==> src/rtl/morra_pkg.sv <==
// Shared codes for the MorraCinese stimulus driver: move, round and match
// encodings plus the driver state enum.
package morra_pkg;

  localparam logic [1:0] MOVE_NONE    = 2'b00;
  localparam logic [1:0] MOVE_SASSO   = 2'b01;
  localparam logic [1:0] MOVE_CARTA   = 2'b10;
  localparam logic [1:0] MOVE_FORBICE = 2'b11;

  localparam logic [1:0] MANCHE_INVALID  = 2'b00;
  localparam logic [1:0] MANCHE_PRIMO    = 2'b01;
  localparam logic [1:0] MANCHE_SECONDO  = 2'b10;
  localparam logic [1:0] MANCHE_PAREGGIO = 2'b11;

  localparam logic [1:0] PARTITA_RUNNING  = 2'b00;
  localparam logic [1:0] PARTITA_PRIMO    = 2'b01;
  localparam logic [1:0] PARTITA_SECONDO  = 2'b10;
  localparam logic [1:0] PARTITA_PAREGGIO = 2'b11;

  localparam logic [4:0] IDX_MAX = 5'd31;

  typedef enum logic [2:0] {
    ST_IDLE   = 3'd0,
    ST_ARMED  = 3'd1,
    ST_DRIVE  = 3'd2,
    ST_SAMPLE = 3'd3,
    ST_RESULT = 3'd4,
    ST_OVER   = 3'd5
  } drv_state_e;

endpackage

==> src/rtl/morra_driver_if.sv <==
// Host-side command and result streams of the MorraCinese driver.
// Both streams: a beat transfers on a rising edge where VALID and READY are
// both 1; a source holds VALID and its payload stable until that edge.
interface morra_driver_if;

  logic       CMD_VALID;
  logic       CMD_READY;
  logic       CMD_START;
  logic [1:0] CMD_PRIMO;
  logic [1:0] CMD_SECONDO;

  logic       RES_VALID;
  logic       RES_READY;
  logic [1:0] RES_MANCHE;
  logic [1:0] RES_PARTITA;
  logic [4:0] RES_IDX;
  logic       RES_ERR;

  modport master (
    output CMD_VALID, CMD_START, CMD_PRIMO, CMD_SECONDO, RES_READY,
    input  CMD_READY, RES_VALID, RES_MANCHE, RES_PARTITA, RES_IDX, RES_ERR
  );

  modport slave (
    input  CMD_VALID, CMD_START, CMD_PRIMO, CMD_SECONDO, RES_READY,
    output CMD_READY, RES_VALID, RES_MANCHE, RES_PARTITA, RES_IDX, RES_ERR
  );

endinterface

==> src/rtl/morra_driver.sv <==
// Command-driven stimulus engine for the MorraCinese game: one round in flight,
// registered game inputs, results captured into a valid/ready record stream.
module morra_driver
  import morra_pkg::*;
(
  input  logic           clk,
  input  logic           rst_n,
  morra_driver_if.slave  host,
  output logic           INIZIO,
  output logic [1:0]     PRIMO,
  output logic [1:0]     SECONDO,
  input  logic [1:0]     MANCHE,
  input  logic [1:0]     PARTITA,
  output logic           BUSY,
  output drv_state_e     state_o
);

  drv_state_e state_q, state_d;
  logic       inizio_q, inizio_d;
  logic [1:0] primo_q, primo_d;
  logic [1:0] secondo_q, secondo_d;
  logic [1:0] manche_q, manche_d;
  logic [1:0] partita_q, partita_d;
  logic [4:0] idx_q, idx_d;
  logic       err_q, err_d;
  logic       busy_q, busy_d;
  logic       move_q, move_d;
  logic       rej_q, rej_d;
  logic       cmd_ready;
  logic       cmd_fire;

  assign cmd_ready = (state_q == ST_IDLE) || (state_q == ST_ARMED) || (state_q == ST_OVER);
  assign cmd_fire  = host.CMD_VALID && cmd_ready;

  always_comb begin
    state_d   = state_q;
    inizio_d  = 1'b0;
    primo_d   = MOVE_NONE;
    secondo_d = MOVE_NONE;
    manche_d  = manche_q;
    partita_d = partita_q;
    idx_d     = idx_q;
    err_d     = err_q;
    busy_d    = busy_q;
    move_d    = move_q;
    rej_d     = rej_q;

    case (state_q)
      ST_IDLE, ST_ARMED, ST_OVER: begin
        if (cmd_fire) begin
          if (host.CMD_START) begin
            state_d   = ST_DRIVE;
            inizio_d  = 1'b1;
            primo_d   = host.CMD_PRIMO;
            secondo_d = host.CMD_SECONDO;
            idx_d     = 5'd0;
            busy_d    = 1'b1;
            move_d    = 1'b0;
            rej_d     = 1'b0;
          end else if (state_q == ST_ARMED) begin
            state_d   = ST_DRIVE;
            primo_d   = host.CMD_PRIMO;
            secondo_d = host.CMD_SECONDO;
            move_d    = 1'b1;
            rej_d     = 1'b0;
          end else begin
            // Rejected moves skip DRIVE but still spend one cycle in SAMPLE,
            // so the error record appears one cycle after acceptance.
            state_d = ST_SAMPLE;
            rej_d   = 1'b1;
          end
        end
      end
      ST_DRIVE: begin
        state_d = ST_SAMPLE;
      end
      ST_SAMPLE: begin
        state_d = ST_RESULT;
        if (rej_q) begin
          manche_d  = MANCHE_INVALID;
          partita_d = PARTITA_RUNNING;
          err_d     = 1'b1;
        end else begin
          manche_d  = MANCHE;
          partita_d = PARTITA;
          err_d     = 1'b0;
          if (move_q && (MANCHE != MANCHE_INVALID) && (idx_q != IDX_MAX)) begin
            idx_d = idx_q + 5'd1;
          end
        end
      end
      ST_RESULT: begin
        if (host.RES_READY) begin
          if (partita_q != PARTITA_RUNNING) begin
            state_d = ST_OVER;
            busy_d  = 1'b0;
          end else if (busy_q) begin
            state_d = ST_ARMED;
          end else begin
            state_d = ST_IDLE;
          end
        end
      end
      default: begin
        state_d = ST_IDLE;
      end
    endcase
  end

  always_ff @(posedge clk or negedge rst_n) begin
    if (!rst_n) begin
      state_q   <= ST_IDLE;
      inizio_q  <= 1'b0;
      primo_q   <= MOVE_NONE;
      secondo_q <= MOVE_NONE;
      manche_q  <= MANCHE_INVALID;
      partita_q <= PARTITA_RUNNING;
      idx_q     <= 5'd0;
      err_q     <= 1'b0;
      busy_q    <= 1'b0;
      move_q    <= 1'b0;
      rej_q     <= 1'b0;
    end else begin
      state_q   <= state_d;
      inizio_q  <= inizio_d;
      primo_q   <= primo_d;
      secondo_q <= secondo_d;
      manche_q  <= manche_d;
      partita_q <= partita_d;
      idx_q     <= idx_d;
      err_q     <= err_d;
      busy_q    <= busy_d;
      move_q    <= move_d;
      rej_q     <= rej_d;
    end
  end

  assign host.CMD_READY   = cmd_ready;
  assign host.RES_VALID   = (state_q == ST_RESULT);
  assign host.RES_MANCHE  = manche_q;
  assign host.RES_PARTITA = partita_q;
  assign host.RES_IDX     = idx_q;
  assign host.RES_ERR     = err_q;

  assign INIZIO  = inizio_q;
  assign PRIMO   = primo_q;
  assign SECONDO = secondo_q;
  assign BUSY    = busy_q;
  assign state_o = state_q;

endmodule

==> src/flat_wrapper.sv <==
// flat-port wrapper written by rule: the top's interface ports become plain ports
module morra_driver_flat import morra_pkg::*;
  (clk, rst_n, INIZIO, PRIMO, SECONDO, MANCHE, PARTITA, BUSY, state_o, host_CMD_VALID, host_CMD_START, host_CMD_PRIMO, host_CMD_SECONDO, host_RES_READY, host_CMD_READY, host_RES_VALID, host_RES_MANCHE, host_RES_PARTITA, host_RES_IDX, host_RES_ERR);
  morra_driver_if host_i ();
  input  logic clk;
  input  logic rst_n;
  output logic INIZIO;
  output logic [1:0] PRIMO;
  output logic [1:0] SECONDO;
  input  logic [1:0] MANCHE;
  input  logic [1:0] PARTITA;
  output logic BUSY;
  output drv_state_e state_o;
  input wire logic [$bits(host_i.CMD_VALID)-1:0] host_CMD_VALID;
  input wire logic [$bits(host_i.CMD_START)-1:0] host_CMD_START;
  input wire logic [$bits(host_i.CMD_PRIMO)-1:0] host_CMD_PRIMO;
  input wire logic [$bits(host_i.CMD_SECONDO)-1:0] host_CMD_SECONDO;
  input wire logic [$bits(host_i.RES_READY)-1:0] host_RES_READY;
  output wire logic [$bits(host_i.CMD_READY)-1:0] host_CMD_READY;
  output wire logic [$bits(host_i.RES_VALID)-1:0] host_RES_VALID;
  output wire logic [$bits(host_i.RES_MANCHE)-1:0] host_RES_MANCHE;
  output wire logic [$bits(host_i.RES_PARTITA)-1:0] host_RES_PARTITA;
  output wire logic [$bits(host_i.RES_IDX)-1:0] host_RES_IDX;
  output wire logic [$bits(host_i.RES_ERR)-1:0] host_RES_ERR;
  assign host_i.CMD_VALID = host_CMD_VALID;
  assign host_i.CMD_START = host_CMD_START;
  assign host_i.CMD_PRIMO = host_CMD_PRIMO;
  assign host_i.CMD_SECONDO = host_CMD_SECONDO;
  assign host_i.RES_READY = host_RES_READY;
  assign host_CMD_READY = host_i.CMD_READY;
  assign host_RES_VALID = host_i.RES_VALID;
  assign host_RES_MANCHE = host_i.RES_MANCHE;
  assign host_RES_PARTITA = host_i.RES_PARTITA;
  assign host_RES_IDX = host_i.RES_IDX;
  assign host_RES_ERR = host_i.RES_ERR;
  morra_driver u_core (.clk(clk), .rst_n(rst_n), .host(host_i), .INIZIO(INIZIO), .PRIMO(PRIMO), .SECONDO(SECONDO), .MANCHE(MANCHE), .PARTITA(PARTITA), .BUSY(BUSY), .state_o(state_o));
endmodule
==> config.mk <==
export PLATFORM = sky130hd
export DESIGN_NAME = morra_driver_flat
export DESIGN_NICKNAME = d
export VERILOG_FILES = /design/src/rtl/morra_pkg.sv /design/src/rtl/morra_driver_if.sv /design/src/rtl/morra_driver.sv /design/src/flat_wrapper.sv
export SDC_FILE = /design/constraint.sdc
export NUM_CORES = 1
export LEC_CHECK = 0
export ABC_AREA = 0
export CAP_MARGIN = 20
export CORE_ASPECT_RATIO = 0.7
export CORE_MARGIN = 2
export CORE_UTILIZATION = 25
export CTS_BUF_LIST = sky130_fd_sc_hd__clkbuf_4
export CTS_CLUSTER_DIAMETER = 30
export DETAILED_ROUTE_END_ITERATION = 6
export GPL_TIMING_DRIVEN = 0
export PLACE_DENSITY_LB_ADDON = 0.3
export SLEW_MARGIN = 20
export SYNTH_ARGS = -nofsm -noshare
export SYNTH_HDL_FRONTEND = slang
export SYNTH_SLANG_ARGS = --single-unit
==> constraint.sdc <==
create_clock -name clk -period 1.76 [get_ports clk]
set_input_delay 0.44 -clock clk [delete_from_list [all_inputs] [get_ports clk]]
set_output_delay 0.44 -clock clk [all_outputs]
set_load 0.005 [all_outputs]
# --- Yosys cells after proc, flatten, opt, wreduce, memory -nomap -nowiden ---
# Index checks and enable logic that the tools add are counted.
word_totals:
  word_cells: 76
  in_bits: 13
  reg_bits: 21
classes:
  n_eq_ne: 12
  add_sub_neg: 1
  n_reduce_logical: 17
  muxes: 35
ops:
  columns: ["cell", "n"]
  rows:
  - ["2-bit two-way mux", 10]
  - ["5-bit two-way mux", 4]
  - ["1-bit two-way mux", 14]
  - ["3-bit two-way mux", 4]
  - ["3-bit case mux with 4 select lines", 1]
  - ["5-bit case mux with 2 select lines", 1]
  - ["5-bit AND reduction", 2]
  - ["2-bit nonzero test", 5]
  - ["3-bit by 2-bit == test with 1-bit output (second input constant)", 2]
  - ["3-bit == test (second input constant)", 2]
  - ["2-bit by 1-bit != test with 1-bit output (second input constant)", 3]
  - ["2-bit != test (second input constant)", 3]
  - ["5-bit by 1-bit adder with 5-bit output (second input constant)", 1]
  - ["5-bit != test (second input constant)", 1]
  - ["2-bit AND reduction", 2]
  - ["3-bit by 1-bit == test with 1-bit output (second input constant)", 1]
  - ["1-bit logical AND", 3]
  - ["3-bit zero test", 1]
  - ["3-bit AND reduction", 1]
  - ["3-bit OR reduction", 1]
  - ["1-bit logical OR", 2]
  - ["1-bit case mux with 2 select lines", 1]

# --- Longest topological paths before layout ---
depth:
  word_depth: 6
  depth_mapped: 7
  ltp_nobuf: 7

# --- Least setup slack after synthesis ---
# Ideal clock, no wire load.
synth_path:
  path_kind: "register -> register"
  start: "register u_core.idx_q[0] (netlist: u_core.host.RES_IDX[0])"
  end: "register u_core.idx_q[1] (netlist: u_core.host.RES_IDX[1])"
  path_slack_ps: -154
  path_stages_with_launch: 8
  synth_period_minus_slack_ps: 1914
  required_ps: 1639
  t_arrival_ps: 1793
  path_cell_list: "dfrtp_1 ha_1 and3_1 ha_1 or3b_4 nor3_4 nor2_1 a22o_1"
synth_via:
  elab_chain_cells: 4
synth_rtl:
  columns: ["element", "line", "rtl"]
  rows:
  - ["start, declared", "morra_driver.sv:24", "logic [4:0] idx_q, idx_d;"]
  - ["start signal, assigned", "morra_driver.sv:130", "idx_q <= idx_d;"]
  - ["5-bit by 1-bit adder with 5-bit output / 5-bit != test (equally long branches)", "morra_driver.sv:88, morra_driver.sv:87", null]
  - ["5-bit two-way mux / 1-bit logical AND (equally long branches)", "morra_driver.sv:87", "if (move_q && (MANCHE != MANCHE_INVALID) && (idx_q != IDX_MAX)) begin"]
  - ["5-bit two-way mux / 2-bit by 1-bit != test with 1-bit output (equally long branches)", null, null]
  - ["5-bit case mux with 2 select lines / 5-bit AND reduction (equally long branches)", null, null]
# Parallel ways exist; a longest one is shown, timed or not. The select of a mux whose other input is x is not followed.
# A chain may end at the register's enable or synchronous reset.

# --- Final worst setup path ---
layout_path:
  start: "register u_core.idx_q[0] (netlist: u_core.host.RES_IDX[0])"
  end: "register u_core.idx_q[4] (netlist: u_core.host.RES_IDX[4])"
# The elaborated chain is that of the path after synthesis.

==> flow_metrics.env <==
export IMPL_min_period_over_period_pct=109.2
export IMPL_netlist_instances=92
export IMPL_critPathTopFamily="simple AND/OR/NAND/NOR gates"
export IMPL_fmax_ghz=0.5203
export IMPL_min_period_ps=1922
export IMPL_path_cells="ha_2, and3_4, ha_4, or3b_4, nor3_4, nor2_2, a22o_1"
export IMPL_synth_area_um2=989.7
export IMPL_place_area_mm2=0.001405
export IMPL_post_route_cell_area_mm2=0.001531
export IMPL_hold_path_class="flip-flop to flip-flop"
export IMPL_slew_headroom_pct=39.15
export IMPL_critPathCaptureType="flip-flop"
export IMPL_wl_per_cell_um=11.98
export IMPL_area_growth_pct=54.74
export IMPL_hpwl_mm=1.650
export IMPL_critPathSlowestCell="dfrtp_1"
export IMPL_hold_worst_slack_ps=511.8
export IMPL_grt_max_degree=22
export IMPL_cts_buffers=3
export IMPL_slew_violations=0
export IMPL_initial_core_util_pct=25.70
export IMPL_ys_seq_area_share_pct=53.10
export IMPL_syn_nets=107
export IMPL_cts_hold_buffers_added=0
export IMPL_crit_fanout=5
export IMPL_cts_tree="built"
export IMPL_crit_path_start_kind="flip-flop"
export IMPL_portBuffers=33
export IMPL_rsz0062_at_grt="true"
export IMPL_ant_nets=0
export IMPL_ctsLongestPathBuffers=2
export IMPL_instances_no_fill=192
export IMPL_die_h_um=56.64
export IMPL_place_inst=177
export IMPL_die_area_mm2=0.004486
export IMPL_overflow=0
export IMPL_layout_common_cells="28 x clkdlybuf4s50_1, 20 x dfrtp_1, 12 x buf_4"
export IMPL_final_hold_violation_count=0
export IMPL_critPathKind="flip-flop to flip-flop"
export IMPL_final_common_cell="clkdlybuf4s50_1"
export IMPL_clkLatencyLatePin_ps=300
export IMPL_placementRows=19
export IMPL_fin_skew_ps=4.673
export IMPL_worst_slew_pin_slew_ps=910.0
export IMPL_cp_slowest_stage_delay_ps=410
export IMPL_num_vias=843
export IMPL_cts_max_level=1
export IMPL_drt_wl_total_mm=2.301
export IMPL_nets=156
export IMPL_status="finished with violations"
export IMPL_diodes=0
export IMPL_drt_initial_drc_count=22
export IMPL_viasPerCell=4.391
export IMPL_ys_seq_elements=21
export IMPL_crit_required_ps=1960
export IMPL_boundaryPins=34
export IMPL_violations="negative setup slack"
export IMPL_yosys_warnings=0
export IMPL_synthDistinctLibCells=31
export IMPL_die_w_um=79.20
export IMPL_power_density_mw_per_mm2=1335
export IMPL_drt_first_pass_iters=4
export IMPL_final_util_pct=39.77
export IMPL_cts_root_buf="clkbuf_4"
export IMPL_ir_drop_mv=0.3697
export IMPL_grt_pass1_wl_mm=3.953
export IMPL_timing_max_cap_violations=0
export IMPL_syn_avg_cell_area_um2=10.76
export IMPL_core_mm2=0.003851
export IMPL_setup_viol=5
export IMPL_path_buf_inv=0
export IMPL_grt_usage_pct=11.51
export IMPL_cts_sinks=21
export IMPL_drive_gt1_share_pct=24.29
export IMPL_drc=0
export IMPL_antenna_found_initial=0
export IMPL_gp_congestion=0.6985
export IMPL_cp_data_arrival_time_ps=2120
export IMPL_fin_ws_ps=-161.9
export IMPL_leakagePower_nw=0.7067
export IMPL_clk_pin_slew_ps=120
export IMPL_grt_pass1_vias=830
export IMPL_power_total_mw=2.045
export IMPL_fillCellCount=387
-- worst register-to-register path, cell delays in order (launching register included) --
cell	delay, ps
dfrtp_1	410
ha_2	190
and3_4	180
ha_4	140
or3b_4	400
nor3_4	230
nor2_2	70
a22o_1	200
-- stage by stage --
step,setup TNS [ps],setup slack (ps)
after floorplan,-458.8,-129.7
after global placement,-865.1,-217.9
after detailed placement,-870.4,-214.1
after CTS,-891.5,-229.1
after global routing,-1052,-248.2
final,-604.6,-161.9
-- final timing paths --
check | end | start | slack (ps) | cells after the start
hold reg to reg | u_core.host.RES_MANCHE[1] | u_core.host.RES_MANCHE[1] | 510 | 2
min in group asynchronous | u_core.state_o[1] | rst_n | 630 | 1
hold / removal | u_core.host.RES_MANCHE[1] | u_core.host.RES_MANCHE[1] | 510 | 2
setup reg to reg | u_core.host.RES_IDX[4] | u_core.host.RES_IDX[0] | -160 | 7
setup / recovery | u_core.host.RES_IDX[4] | u_core.host.RES_IDX[0] | -160 | 7
max in group asynchronous | u_core.state_o[2] | rst_n | 520 | 1
-- flip-flops by register name, summed over array words and instances, names as in the netlist --
signal / cells
u_core.host.RES_PARTITA: 2
u_core.host.RES_IDX: 5
u_core.host.RES_ERR: 1
u_core.rej_q: 1
u_core.state_o: 3
u_core.BUSY: 1
u_core.INIZIO: 1
u_core.PRIMO: 2
u_core.move_q: 1
u_core.host.RES_MANCHE: 2
u_core.SECONDO: 2
-- cells in the mapped netlist (all sizes together) --
| cell type | number | area, um^2 |
|---|---|---|
| a211oi | 1 | 7.510 |
| a21oi | 2 | 10.01 |
| a22o | 2 | 17.52 |
| and3 | 5 | 31.28 |
| buf | 3 | 17.52 |
| dfrtp | 21 | 525.5 |
| ha | 2 | 25.02 |
| inv | 1 | 3.750 |
| maj3 | 1 | 10.01 |
| mux2 | 2 | 22.52 |
| mux2i | 1 | 10.01 |
| nand2 | 9 | 33.78 |
| nand2b | 7 | 43.79 |
| nand3 | 1 | 5.000 |
| nand3b | 1 | 7.510 |
| nor2 | 11 | 43.80 |
| nor2b | 3 | 21.27 |
| nor3 | 3 | 26.28 |
| nor3b | 1 | 12.51 |
| nor4 | 1 | 21.27 |
| o21ai | 8 | 40.03 |
| o31ai | 2 | 15.01 |
| o32a | 1 | 10.01 |
| or3b | 1 | 11.26 |
| xnor2 | 2 | 17.52 |
-- routing by layer --
layer  part of all wire, %  routed length [um]  track usage [%]  up-vias
met5                     0                   0                0        -
met4                   1.2                  27            2.956        0
met3                   4.8                 110            3.859        2
met2                    47                1077            18.40       23
met1                    47                1084            15.04      402
li1                      -                   -                -      416
-- cells by family after synthesis --
family | count (synthesis) | synth area share [%]
adders and majority gates | 3 | 3.539
DFF | 21 | 53.10
xor gates and xnor gates | 2 | 1.770
and+or+nand+nor | 43 | 26.04
muxes | 3 | 3.287
buffers and inverters | 4 | 2.149
AOI/OAI and AO/OA | 16 | 10.11
-- timing repair --
item	in CTS	in global routing
gates resized for setup	10	5
setup endpoints to repair	8	13
setup buffers	6	5
pin swaps	5	3
-- layout make-up --
cell class              count  area [um^2]  area share, %
clock inverters             1        5.005         0.3268
repair buffers             44        406.6          26.55
multi-input cells          67        478.0          31.21
flip-flops and latches     21        526.8          34.40
plain buffers               3        23.77          1.552
clock buffers               3        22.52          1.471
well taps                  52        65.06          4.248
inverters                   1        3.754         0.2451
-- power breakdown --
| group | total [mW] | switching, mW | internal [mW] |
|---|---|---|---|
| registers | 0.736 | 0.103 | 0.633 |
| clock network | 0.233 | 0.148 | 0.0847 |
| logic | 1.08 | 0.471 | 0.605 |
| total | 2.04 | 0.722 | 1.32 |
Power figures use the tool's default switching activity.
